--- config.mk ---
export PLATFORM = sky130hd
export DESIGN_NAME = line_fill_ctrl_flat
export DESIGN_NICKNAME = d
export VERILOG_FILES = /design/src/rtl/cache_pkg.sv /design/src/rtl/line_fill_if.sv /design/src/rtl/line_fill_ctrl.sv /design/src/flat_wrapper.sv
export SDC_FILE = /design/constraint.sdc
export NUM_CORES = 1
export LEC_CHECK = 0
export CAP_MARGIN = 5
export CORE_MARGIN = 1
export CORE_UTILIZATION = 32
export CTS_CLUSTER_DIAMETER = 60
export DETAILED_ROUTE_END_ITERATION = 8
export GPL_ROUTABILITY_DRIVEN = 0
export MAX_ROUTING_LAYER = met4
export PLACE_DENSITY = 0.91
export SYNTH_ARGS = -nofsm -noshare
export SYNTH_HDL_FRONTEND = slang
export SYNTH_SLANG_ARGS = --single-unit
--- constraint.sdc ---
create_clock -name clk -period 3.62 [get_ports clk]
set_input_delay 0.724 -clock clk [delete_from_list [all_inputs] [get_ports clk]]
set_output_delay 0.724 -clock clk [all_outputs]
set_load 0.01 [all_outputs]
--- src/rtl/cache_pkg.sv ---
// Shared cache-controller constants: default geometry, derived widths and line-fill FSM encoding.
package cache_pkg;

    function automatic int min1_clog2(input int n);
        return (n <= 2) ? 1 : $clog2(n);
    endfunction

    localparam int NUM_SETS_DEF   = 64;
    localparam int NUM_WAYS_DEF   = 4;
    localparam int LINE_BYTES_DEF = 16;

    localparam int WORDS_PER_LINE = LINE_BYTES_DEF / 4;
    localparam int INDEX_BITS     = $clog2(NUM_SETS_DEF);
    localparam int WAY_BITS       = min1_clog2(NUM_WAYS_DEF);
    localparam int WORD_SEL_BITS  = min1_clog2(WORDS_PER_LINE);

    localparam logic [1:0] ST_IDLE = 2'd0;
    localparam logic [1:0] ST_FILL = 2'd1;
    localparam logic [1:0] ST_DONE = 2'd2;

endpackage

--- src/rtl/line_fill_if.sv ---
// Line-fill controller bus: fill handshake, refill beats, CPU store port and data-array write port.
interface line_fill_if
    import cache_pkg::*;
#(
    parameter int IDX_W = INDEX_BITS,
    parameter int WAY_W = WAY_BITS,
    parameter int SEL_W = WORD_SEL_BITS
);
    logic             fill_req;
    logic [IDX_W-1:0] fill_index;
    logic [WAY_W-1:0] fill_way;
    logic             fill_busy;
    logic             fill_done;

    logic             mem_valid;
    logic [31:0]      mem_data;
    logic             mem_ready;

    logic             cpu_we;
    logic [IDX_W-1:0] cpu_index;
    logic [WAY_W-1:0] cpu_way;
    logic [SEL_W-1:0] cpu_word;
    logic [31:0]      cpu_wdata;
    logic             cpu_stall;

    logic             arr_we;
    logic [IDX_W-1:0] arr_index;
    logic [WAY_W-1:0] arr_way;
    logic [SEL_W-1:0] arr_word_sel;
    logic [31:0]      arr_wdata;

    modport slave (
        input  fill_req, fill_index, fill_way, mem_valid, mem_data,
               cpu_we, cpu_index, cpu_way, cpu_word, cpu_wdata,
        output fill_busy, fill_done, mem_ready, cpu_stall,
               arr_we, arr_index, arr_way, arr_word_sel, arr_wdata
    );

    modport master (
        output fill_req, fill_index, fill_way, mem_valid, mem_data,
               cpu_we, cpu_index, cpu_way, cpu_word, cpu_wdata,
        input  fill_busy, fill_done, mem_ready, cpu_stall,
               arr_we, arr_index, arr_way, arr_word_sel, arr_wdata
    );
endinterface

--- src/rtl/line_fill_ctrl.sv ---
// Cache line-fill controller: streams refill beats into one set/way and arbitrates the
// data-array write port against CPU stores.
//   state | meaning
//   IDLE  | waiting for fill_req; CPU stores pass straight through
//   FILL  | accepting refill beats; stores to the line being filled are stalled
//   DONE  | one-cycle completion pulse; fill_req ignored
module line_fill_ctrl
    import cache_pkg::*;
#(
    parameter int NUM_SETS   = 64,
    parameter int NUM_WAYS   = 4,
    parameter int LINE_BYTES = 16
) (
    input  logic        clk,
    input  logic        rst,
    line_fill_if.slave  bus
);
    localparam int WPL   = LINE_BYTES / 4;
    localparam int IDX_W = $clog2(NUM_SETS);
    localparam int WAY_W = min1_clog2(NUM_WAYS);
    localparam int SEL_W = min1_clog2(WPL);

    logic [1:0]       state;
    logic [SEL_W-1:0] beat_cnt;
    logic [IDX_W-1:0] lat_index;
    logic [WAY_W-1:0] lat_way;
    logic             beat;
    logic             line_hit;
    logic             last_beat;

    assign beat      = (state == ST_FILL) && bus.mem_valid;
    assign line_hit  = (state == ST_FILL) && (bus.cpu_index == lat_index) && (bus.cpu_way == lat_way);
    assign last_beat = (beat_cnt == SEL_W'(WPL - 1));

    always_ff @(posedge clk or posedge rst) begin
        if (rst) begin
            state     <= ST_IDLE;
            beat_cnt  <= '0;
            lat_index <= '0;
            lat_way   <= '0;
        end else begin
            case (state)
                ST_IDLE: begin
                    if (bus.fill_req) begin
                        lat_index <= bus.fill_index;
                        lat_way   <= bus.fill_way;
                        beat_cnt  <= '0;
                        state     <= ST_FILL;
                    end
                end
                ST_FILL: begin
                    // The counter parks on the last word rather than wrapping.
                    if (beat) begin
                        if (last_beat) state <= ST_DONE;
                        else           beat_cnt <= beat_cnt + SEL_W'(1);
                    end
                end
                ST_DONE: state <= ST_IDLE;
                default: state <= ST_IDLE;
            endcase
        end
    end

    assign bus.mem_ready = (state == ST_FILL);
    assign bus.fill_busy = (state == ST_FILL) || (state == ST_DONE);
    assign bus.fill_done = (state == ST_DONE);

    // An accepted beat always owns the array port; the CPU only waits on the line in flight.
    always_comb begin
        bus.arr_we       = bus.cpu_we;
        bus.arr_index    = bus.cpu_index;
        bus.arr_way      = bus.cpu_way;
        bus.arr_word_sel = bus.cpu_word;
        bus.arr_wdata    = bus.cpu_wdata;
        bus.cpu_stall    = 1'b0;
        if (beat) begin
            bus.arr_we       = 1'b1;
            bus.arr_index    = lat_index;
            bus.arr_way      = lat_way;
            bus.arr_word_sel = beat_cnt;
            bus.arr_wdata    = bus.mem_data;
            bus.cpu_stall    = bus.cpu_we;
        end else if (line_hit && bus.cpu_we) begin
            bus.arr_we    = 1'b0;
            bus.cpu_stall = 1'b1;
        end
    end

endmodule

--- src/flat_wrapper.sv ---
// flat-port wrapper written by rule: the top's interface ports become plain ports
module line_fill_ctrl_flat import cache_pkg::*;
#(
    parameter int NUM_SETS   = 64,
    parameter int NUM_WAYS   = 4,
    parameter int LINE_BYTES = 16
)
  (clk, rst, bus_fill_req, bus_fill_index, bus_fill_way, bus_mem_valid, bus_mem_data, bus_cpu_we, bus_cpu_index, bus_cpu_way, bus_cpu_word, bus_cpu_wdata, bus_fill_busy, bus_fill_done, bus_mem_ready, bus_cpu_stall, bus_arr_we, bus_arr_index, bus_arr_way, bus_arr_word_sel, bus_arr_wdata);
  line_fill_if bus_i ();
  input  logic clk;
  input  logic rst;
  input wire logic [$bits(bus_i.fill_req)-1:0] bus_fill_req;
  input wire logic [$bits(bus_i.fill_index)-1:0] bus_fill_index;
  input wire logic [$bits(bus_i.fill_way)-1:0] bus_fill_way;
  input wire logic [$bits(bus_i.mem_valid)-1:0] bus_mem_valid;
  input wire logic [$bits(bus_i.mem_data)-1:0] bus_mem_data;
  input wire logic [$bits(bus_i.cpu_we)-1:0] bus_cpu_we;
  input wire logic [$bits(bus_i.cpu_index)-1:0] bus_cpu_index;
  input wire logic [$bits(bus_i.cpu_way)-1:0] bus_cpu_way;
  input wire logic [$bits(bus_i.cpu_word)-1:0] bus_cpu_word;
  input wire logic [$bits(bus_i.cpu_wdata)-1:0] bus_cpu_wdata;
  output wire logic [$bits(bus_i.fill_busy)-1:0] bus_fill_busy;
  output wire logic [$bits(bus_i.fill_done)-1:0] bus_fill_done;
  output wire logic [$bits(bus_i.mem_ready)-1:0] bus_mem_ready;
  output wire logic [$bits(bus_i.cpu_stall)-1:0] bus_cpu_stall;
  output wire logic [$bits(bus_i.arr_we)-1:0] bus_arr_we;
  output wire logic [$bits(bus_i.arr_index)-1:0] bus_arr_index;
  output wire logic [$bits(bus_i.arr_way)-1:0] bus_arr_way;
  output wire logic [$bits(bus_i.arr_word_sel)-1:0] bus_arr_word_sel;
  output wire logic [$bits(bus_i.arr_wdata)-1:0] bus_arr_wdata;
  assign bus_i.fill_req = bus_fill_req;
  assign bus_i.fill_index = bus_fill_index;
  assign bus_i.fill_way = bus_fill_way;
  assign bus_i.mem_valid = bus_mem_valid;
  assign bus_i.mem_data = bus_mem_data;
  assign bus_i.cpu_we = bus_cpu_we;
  assign bus_i.cpu_index = bus_cpu_index;
  assign bus_i.cpu_way = bus_cpu_way;
  assign bus_i.cpu_word = bus_cpu_word;
  assign bus_i.cpu_wdata = bus_cpu_wdata;
  assign bus_fill_busy = bus_i.fill_busy;
  assign bus_fill_done = bus_i.fill_done;
  assign bus_mem_ready = bus_i.mem_ready;
  assign bus_cpu_stall = bus_i.cpu_stall;
  assign bus_arr_we = bus_i.arr_we;
  assign bus_arr_index = bus_i.arr_index;
  assign bus_arr_way = bus_i.arr_way;
  assign bus_arr_word_sel = bus_i.arr_word_sel;
  assign bus_arr_wdata = bus_i.arr_wdata;
  line_fill_ctrl #(.NUM_SETS(NUM_SETS), .NUM_WAYS(NUM_WAYS), .LINE_BYTES(LINE_BYTES)) u_core (.clk(clk), .rst(rst), .bus(bus_i));
endmodule
After elaboration in Yosys (flattened, before gate mapping)

Cells that the tools add are included.

Bits in registers: 12
Bits in latches: 0
RAM bits: 0
Bits in read-only memories: 0
Input bits: 87
Output and inout bits: 47
Memories: 0

Add/sub/neg operators: 1
$mul: 0
Divide/modulo/power cells: 0
Order comparisons: 0
Equality and inequality tests: 9
Shift operators: 0
Multiplexer cells: 16
Bitwise gates (word level): 0
Reductions and logical operators: 10

Operator list:

| cell                  | number |
|---|---|
| $mux W32              | 1 |
| $mux W2               | 8 |
| $pmux W2 S2           | 2 |
| $eq A6 B6 Y1          | 1 |
| $mux W6               | 1 |
| $eq A2 B2 Y1 const B  | 2 |
| $logic_and A1 B1 Y1   | 4 |
| $mux W1               | 4 |
| $ne A2 B1 Y1 const B  | 2 |
| $ne A2 B2 Y1 const B  | 2 |
| $reduce_and A4 Y1     | 1 |
| $reduce_and A3 Y1     | 1 |
| $add A2 B1 Y2 const B | 1 |
| $eq A2 B1 Y1 const B  | 1 |
| $eq A2 B2 Y1          | 1 |
| $logic_not A2 Y1      | 1 |
| $reduce_and A2 Y1     | 1 |
| $reduce_bool A2 Y1    | 1 |
| $logic_or A1 B1 Y1    | 1 |

Depth between registers and ports, before layout

Depth after elaboration: 6
Mapped depth: 6

Worst setup path before layout

No wires, ideal clock.

Kind: register -> output
Start: reg u_core.state[1]
End: out bus_arr_index[0]
Arrival: 1.439 ns
Required time: 2.896 ns
Setup slack: 1.457 ns
Cell stages (with the launch flop): 6
Buffers on the path: 1
Path through: dfrtp_1 -> inv_1 -> ha_1 -> nand2_2 -> buf_6 -> mux2_4

Longest elaborated chain between the ends: 3

Ends and longest elaborated chain:

| what                   | RTL line             | source |
|---|---|---|
| start, declared        | line_fill_ctrl.sv:23 | `logic [1:0] state;` |
| start signal, assigned | line_fill_ctrl.sv:37 | `state <= ST_IDLE;` |
| start signal, assigned | line_fill_ctrl.sv:48 | `state <= ST_FILL;` |
| start signal, assigned | line_fill_ctrl.sv:54 | `if (last_beat) state <= ST_DONE;` |
| $eq A2 B1 Y1           | n/a                  |  |
| net bus_mem_ready      | flat_wrapper.sv:24   | `output wire logic [$bits(bus_i.mem_ready)-1:0] bus_mem_ready;` |
| $logic_and A1 B1 Y1    | line_fill_ctrl.sv:31 | `assign beat = (state == ST_FILL) && bus.mem_valid;` |
| $mux W6                | line_fill_ctrl.sv:76 | `if (beat) begin` |
| end, declared          | flat_wrapper.sv:27   | `output wire logic [$bits(bus_i.arr_index)-1:0] bus_arr_index;` |

The timed path passes the listed nets, and every way through them passes these cells.

Worst setup path in the final report

Start: in bus_cpu_index[0]
End: out bus_cpu_stall

Longest elaborated chain between the ends: 6

Ends and longest elaborated chain:

| what                              | RTL line             | source |
|---|---|---|
| start, declared                   | flat_wrapper.sv:18   | `input wire logic [$bits(bus_i.cpu_index)-1:0] bus_cpu_index;` |
| $eq A6 B6 Y1                      | line_fill_ctrl.sv:32 | `assign line_hit = (state == ST_FILL) && (bus.cpu_index == lat_index) && (bus.cpu_way == lat_way);` |
| $logic_and A1 B1 Y1 (2 in series) | line_fill_ctrl.sv:32 |  |
| $logic_and A1 B1 Y1               | line_fill_ctrl.sv:83 | `end else if (line_hit && bus.cpu_we) begin` |
| $mux W1                           | line_fill_ctrl.sv:83 |  |
| $mux W1                           | line_fill_ctrl.sv:76 |  |
| end, declared                     | flat_wrapper.sv:25   | `output wire logic [$bits(bus_i.cpu_stall)-1:0] bus_cpu_stall;` |

Every way passes these cells.

==> Flow_metrics.wiki <==
{| class="wikitable"
! Metric !! Value
|-
| Post-layout net count || 334
|-
| Crit share post-route || 90.14%
|-
| Synthesis-to-layout area growth || 107.2%
|-
| Number of flip-flops and latches in the synthesized netlist || 12
|-
| Yosys warns || 0
|-
| Slew margin rel. || 69.77%
|-
| Cell area after layout || 0.002779 sq mm
|-
| Number of antenna diodes || 0
|-
| Total vias in the final route || 1332
|-
| Post_cts resized || 0
|-
| Clock buffers created by TritonCTS || 3
|-
| Syn_nets || 197
|-
| Largest fanout on the critical path || 2
|-
| Routed WL || 4518 um
|-
| LEAKAGE || 1.234 nW
|-
| Setup TNS || 0 ps
|-
| Number of design rule violations left after detail routing || 0
|-
| Overflow left after global routing || 0
|-
| Post-synth ARST share || 100.0%
|-
| Area of the core || 0.004000 sq mm
|-
| Clock insertion delay at the later pin of the skew report || 240 ps
|-
| Count of standard-cell rows || 23
|-
| Number of antenna violations at the first check in global routing || 0
|-
| Most area-consuming cells after synthesis || sky130_fd_sc_hd__mux2_4, sky130_fd_sc_hd__dfrtp_1, sky130_fd_sc_hd__mux2_2, sky130_fd_sc_hd__ha_1, sky130_fd_sc_hd__xnor2_1
|-
| Crit end category || output port
|-
| Post-synthesis cell count || 105
|-
| Num ports || 134
|-
| Chip height || 66.74 um
|-
| Routed length per instance || 15.58 um
|-
| Flip-flop cell with the highest count after synthesis || sky130_fd_sc_hd__dfrtp_1
|-
| Clock Tree Buf Depth || 2
|-
| HPWL after DPL || 3948 um
|-
| Fill cells || 301
|-
| First-pass GRT wire length || 6258 um
|-
| Hold WS || 523.7 ps
|-
| Achievable Freq || 306.4 MHz
|-
| Most used standard cell by instance count after synthesis || sky130_fd_sc_hd__mux2_4
|-
| Number of buffers added for setup after CTS || 0
|-
| Clock skew || 2.850 ps
|-
| Time the worst path needs with I/O delays and setup || 3263 ps
|-
| Synth Area per Inst || 12.77 sq um
|-
| Total clock sinks || 12
|-
| Yosys top cell by area || sky130_fd_sc_hd__mux2_4
|-
| Data arrival time of the critical path || 2540 ps
|-
| Setup repair after global routing missed its margin || no
|-
| Detailed-router iteration count before antenna repair || 4
|-
| Total of hold buffers inserted after clock tree synthesis || 0
|-
| Post-synthesis sequential area ratio || 22.39%
|-
| Worst hold path type || flip-flop to flip-flop
|-
| Count of routing violations after the opening detailed-route iteration || 12
|-
| Routed Antenna Nets || 0
|-
| Type of origin of the critical path || input port
|-
| Power density cells || 505.7 mW/mm^2
|-
| Count of buffers from port buffering || 133
|-
| Proportion of netlist area held by the largest area contributor || 42.54%
|-
| Total standard cell area after synthesis || 0.001341 sq mm
|-
| Final hold violation count || 0
|-
| Count of max-cap constraint violations || 0
|-
| Die area || 0.004454 sq mm
|-
| Total routing resource utilization after global routing || 19.90%
|-
| Width of the chip || 66.74 um
|-
| Total count of max-transition violations in the final report || 0
|-
| Placement Cell Area || 0.002738 sq mm
|-
| Netlist cell types || 24
|-
| Root buf cell || sky130_fd_sc_hd__clkbuf_8
|-
| Ratio of cells with drive above 1 in the final layout || 24.58%
|-
| Worst Tran Pin Value || 453.0 ps
|-
| Initial core utilization || 33.53%
|-
| CTS H-tree depth || 1
|-
| Commonest cells post-synth || sky130_fd_sc_hd__mux2_4, sky130_fd_sc_hd__dfrtp_1, sky130_fd_sc_hd__mux2_2
|-
| Outcome || finished, final reports clean
|-
| Worst endpoint required time || 2900 ps
|-
| Overall power || 1.405 mW
|-
| Critical path start-end classification || input port to output port
|-
| Pin count of the biggest net entering global routing || 27
|-
| Peak supply drop || 0.0003671 V
|-
| Number of enable flip-flop cells after synthesis || 0
|-
| Count of endpoints failing setup in the final report || 0
|-
| Number of global-route vias before repair || 1255
|-
| Clock slew at the register clock pins of the worst setup and hold paths || 50 ps
|-
| TritonCTS clock tree || built
|-
| Number of vias per cell after detailed routing || 4.593
|}
-- final cells by class --
cell class	instances	area, sq um	share of cell area (%)
Sequential cell	12	300.3	10.81
Tap cell	50	62.56	2.251
Timing Repair Buffer	136	1379	49.62
Inverter	8	30.03	1.081
Clock buffer	3	41.29	1.486
Multi-Input combinational cell	81	965.9	34.76
-- metrics by stage --
stage / setup WS [ps] / utilization [%] / cells
2_1_floorplan: 1457 / - / 105
3_3_place_gp: 341.1 / 68.44 / 287
3_5_place_dp: 345.1 / 68.44 / 287
4_1_cts: 340.6 / 69.47 / 290
5_1_grt: 282.8 / 69.47 / 290
6_report: 356.8 / 69.47 / 290
-- worst max-delay path, stage by stage --
cell	delay (ps)
sky130_fd_sc_hd__clkdlybuf4s50_1	450
sky130_fd_sc_hd__xnor2_1	220
sky130_fd_sc_hd__nand4_1	130
sky130_fd_sc_hd__nor4_1	230
sky130_fd_sc_hd__buf_4	160
sky130_fd_sc_hd__o21a_1	110
sky130_fd_sc_hd__clkdlybuf4s50_1	530
-- sequential cells by signal (all words and copies together) (netlist names) --
name and cells:
u_core.lat_index 6, u_core.beat_cnt 2, u_core.state 2, u_core.lat_way 2
-- worst paths after layout --
kind,startpoint,to,slack [ps],cells after the start
min in group asynchronous,rst,u_core.state[1],810,2
max in group asynchronous,rst,u_core.beat_cnt[0],2500,2
min,u_core.state[0],u_core.state[0],520,1
max,bus_cpu_index[0],bus_cpu_stall,360,7
min reg2reg,u_core.state[0],u_core.state[0],520,1
max reg2reg,u_core.state[1],u_core.state[0],2070,5
-- cell families after synthesis --
family | Yosys count | synth area share [%]
buffers and inverters | 12 | 5.597
AND/OR/NAND/NOR | 5 | 2.053
XOR/XNOR | 8 | 5.224
multiplexers | 52 | 54.20
flip-flops | 12 | 22.39
adder cells (fa/ha/maj) | 5 | 4.664
AO/OA/AOI/OAI | 11 | 5.877
-- layer usage --
| layer | share of wire (%) | track usage [%] | up-vias |
|---|---|---|---|
| met5 | 0 | - | - |
| met1 | 35 | 19.54 | 610 |
| met3 | 11 | 6.164 | 5 |
| li1 | - | - | 652 |
| met4 | 0.93 | 4.787 | 0 |
| met2 | 54 | 37.63 | 65 |
-- placed cells by master, fill, tap and decap left out --
cell                              netlist  layout
sky130_fd_sc_hd__dfrtp_1               12      12
sky130_fd_sc_hd__inv_1                  7       7
sky130_fd_sc_hd__nand2_2                1       1
sky130_fd_sc_hd__xor2_1                 1       1
sky130_fd_sc_hd__a21oi_1                2       2
sky130_fd_sc_hd__nand4_1                1       1
sky130_fd_sc_hd__inv_2                  1       1
sky130_fd_sc_hd__mux2i_1                1       1
sky130_fd_sc_hd__buf_12                 0       2
sky130_fd_sc_hd__xnor2_1                7       7
sky130_fd_sc_hd__a221oi_1               1       1
sky130_fd_sc_hd__clkdlybuf4s50_1        0     133
sky130_fd_sc_hd__a22oi_2                1       1
sky130_fd_sc_hd__a22oi_1                1       1
sky130_fd_sc_hd__buf_4                  0       1
sky130_fd_sc_hd__o21a_1                 1       1
sky130_fd_sc_hd__ha_1                   5       5
sky130_fd_sc_hd__nor4_1                 1       1
sky130_fd_sc_hd__o21ai_0                2       2
sky130_fd_sc_hd__o2bb2ai_1              2       2
sky130_fd_sc_hd__mux2_4                38      38
sky130_fd_sc_hd__clkbuf_8               0       3
sky130_fd_sc_hd__mux2_2                12      12
sky130_fd_sc_hd__nand3_1                1       1
sky130_fd_sc_hd__nand2_1                1       1
sky130_fd_sc_hd__o21ai_1                1       1
sky130_fd_sc_hd__mux2_1                 1       1
-- power by group --
part	switching, mW	internal [mW]	leakage (nW)
clock network	0.0468	0.0731	0.0216
logic	0.371	0.655	1.07
registers	0.0589	0.201	0.145
total	0.477	0.928	1.23
Power figures use the tool's default switching activity.
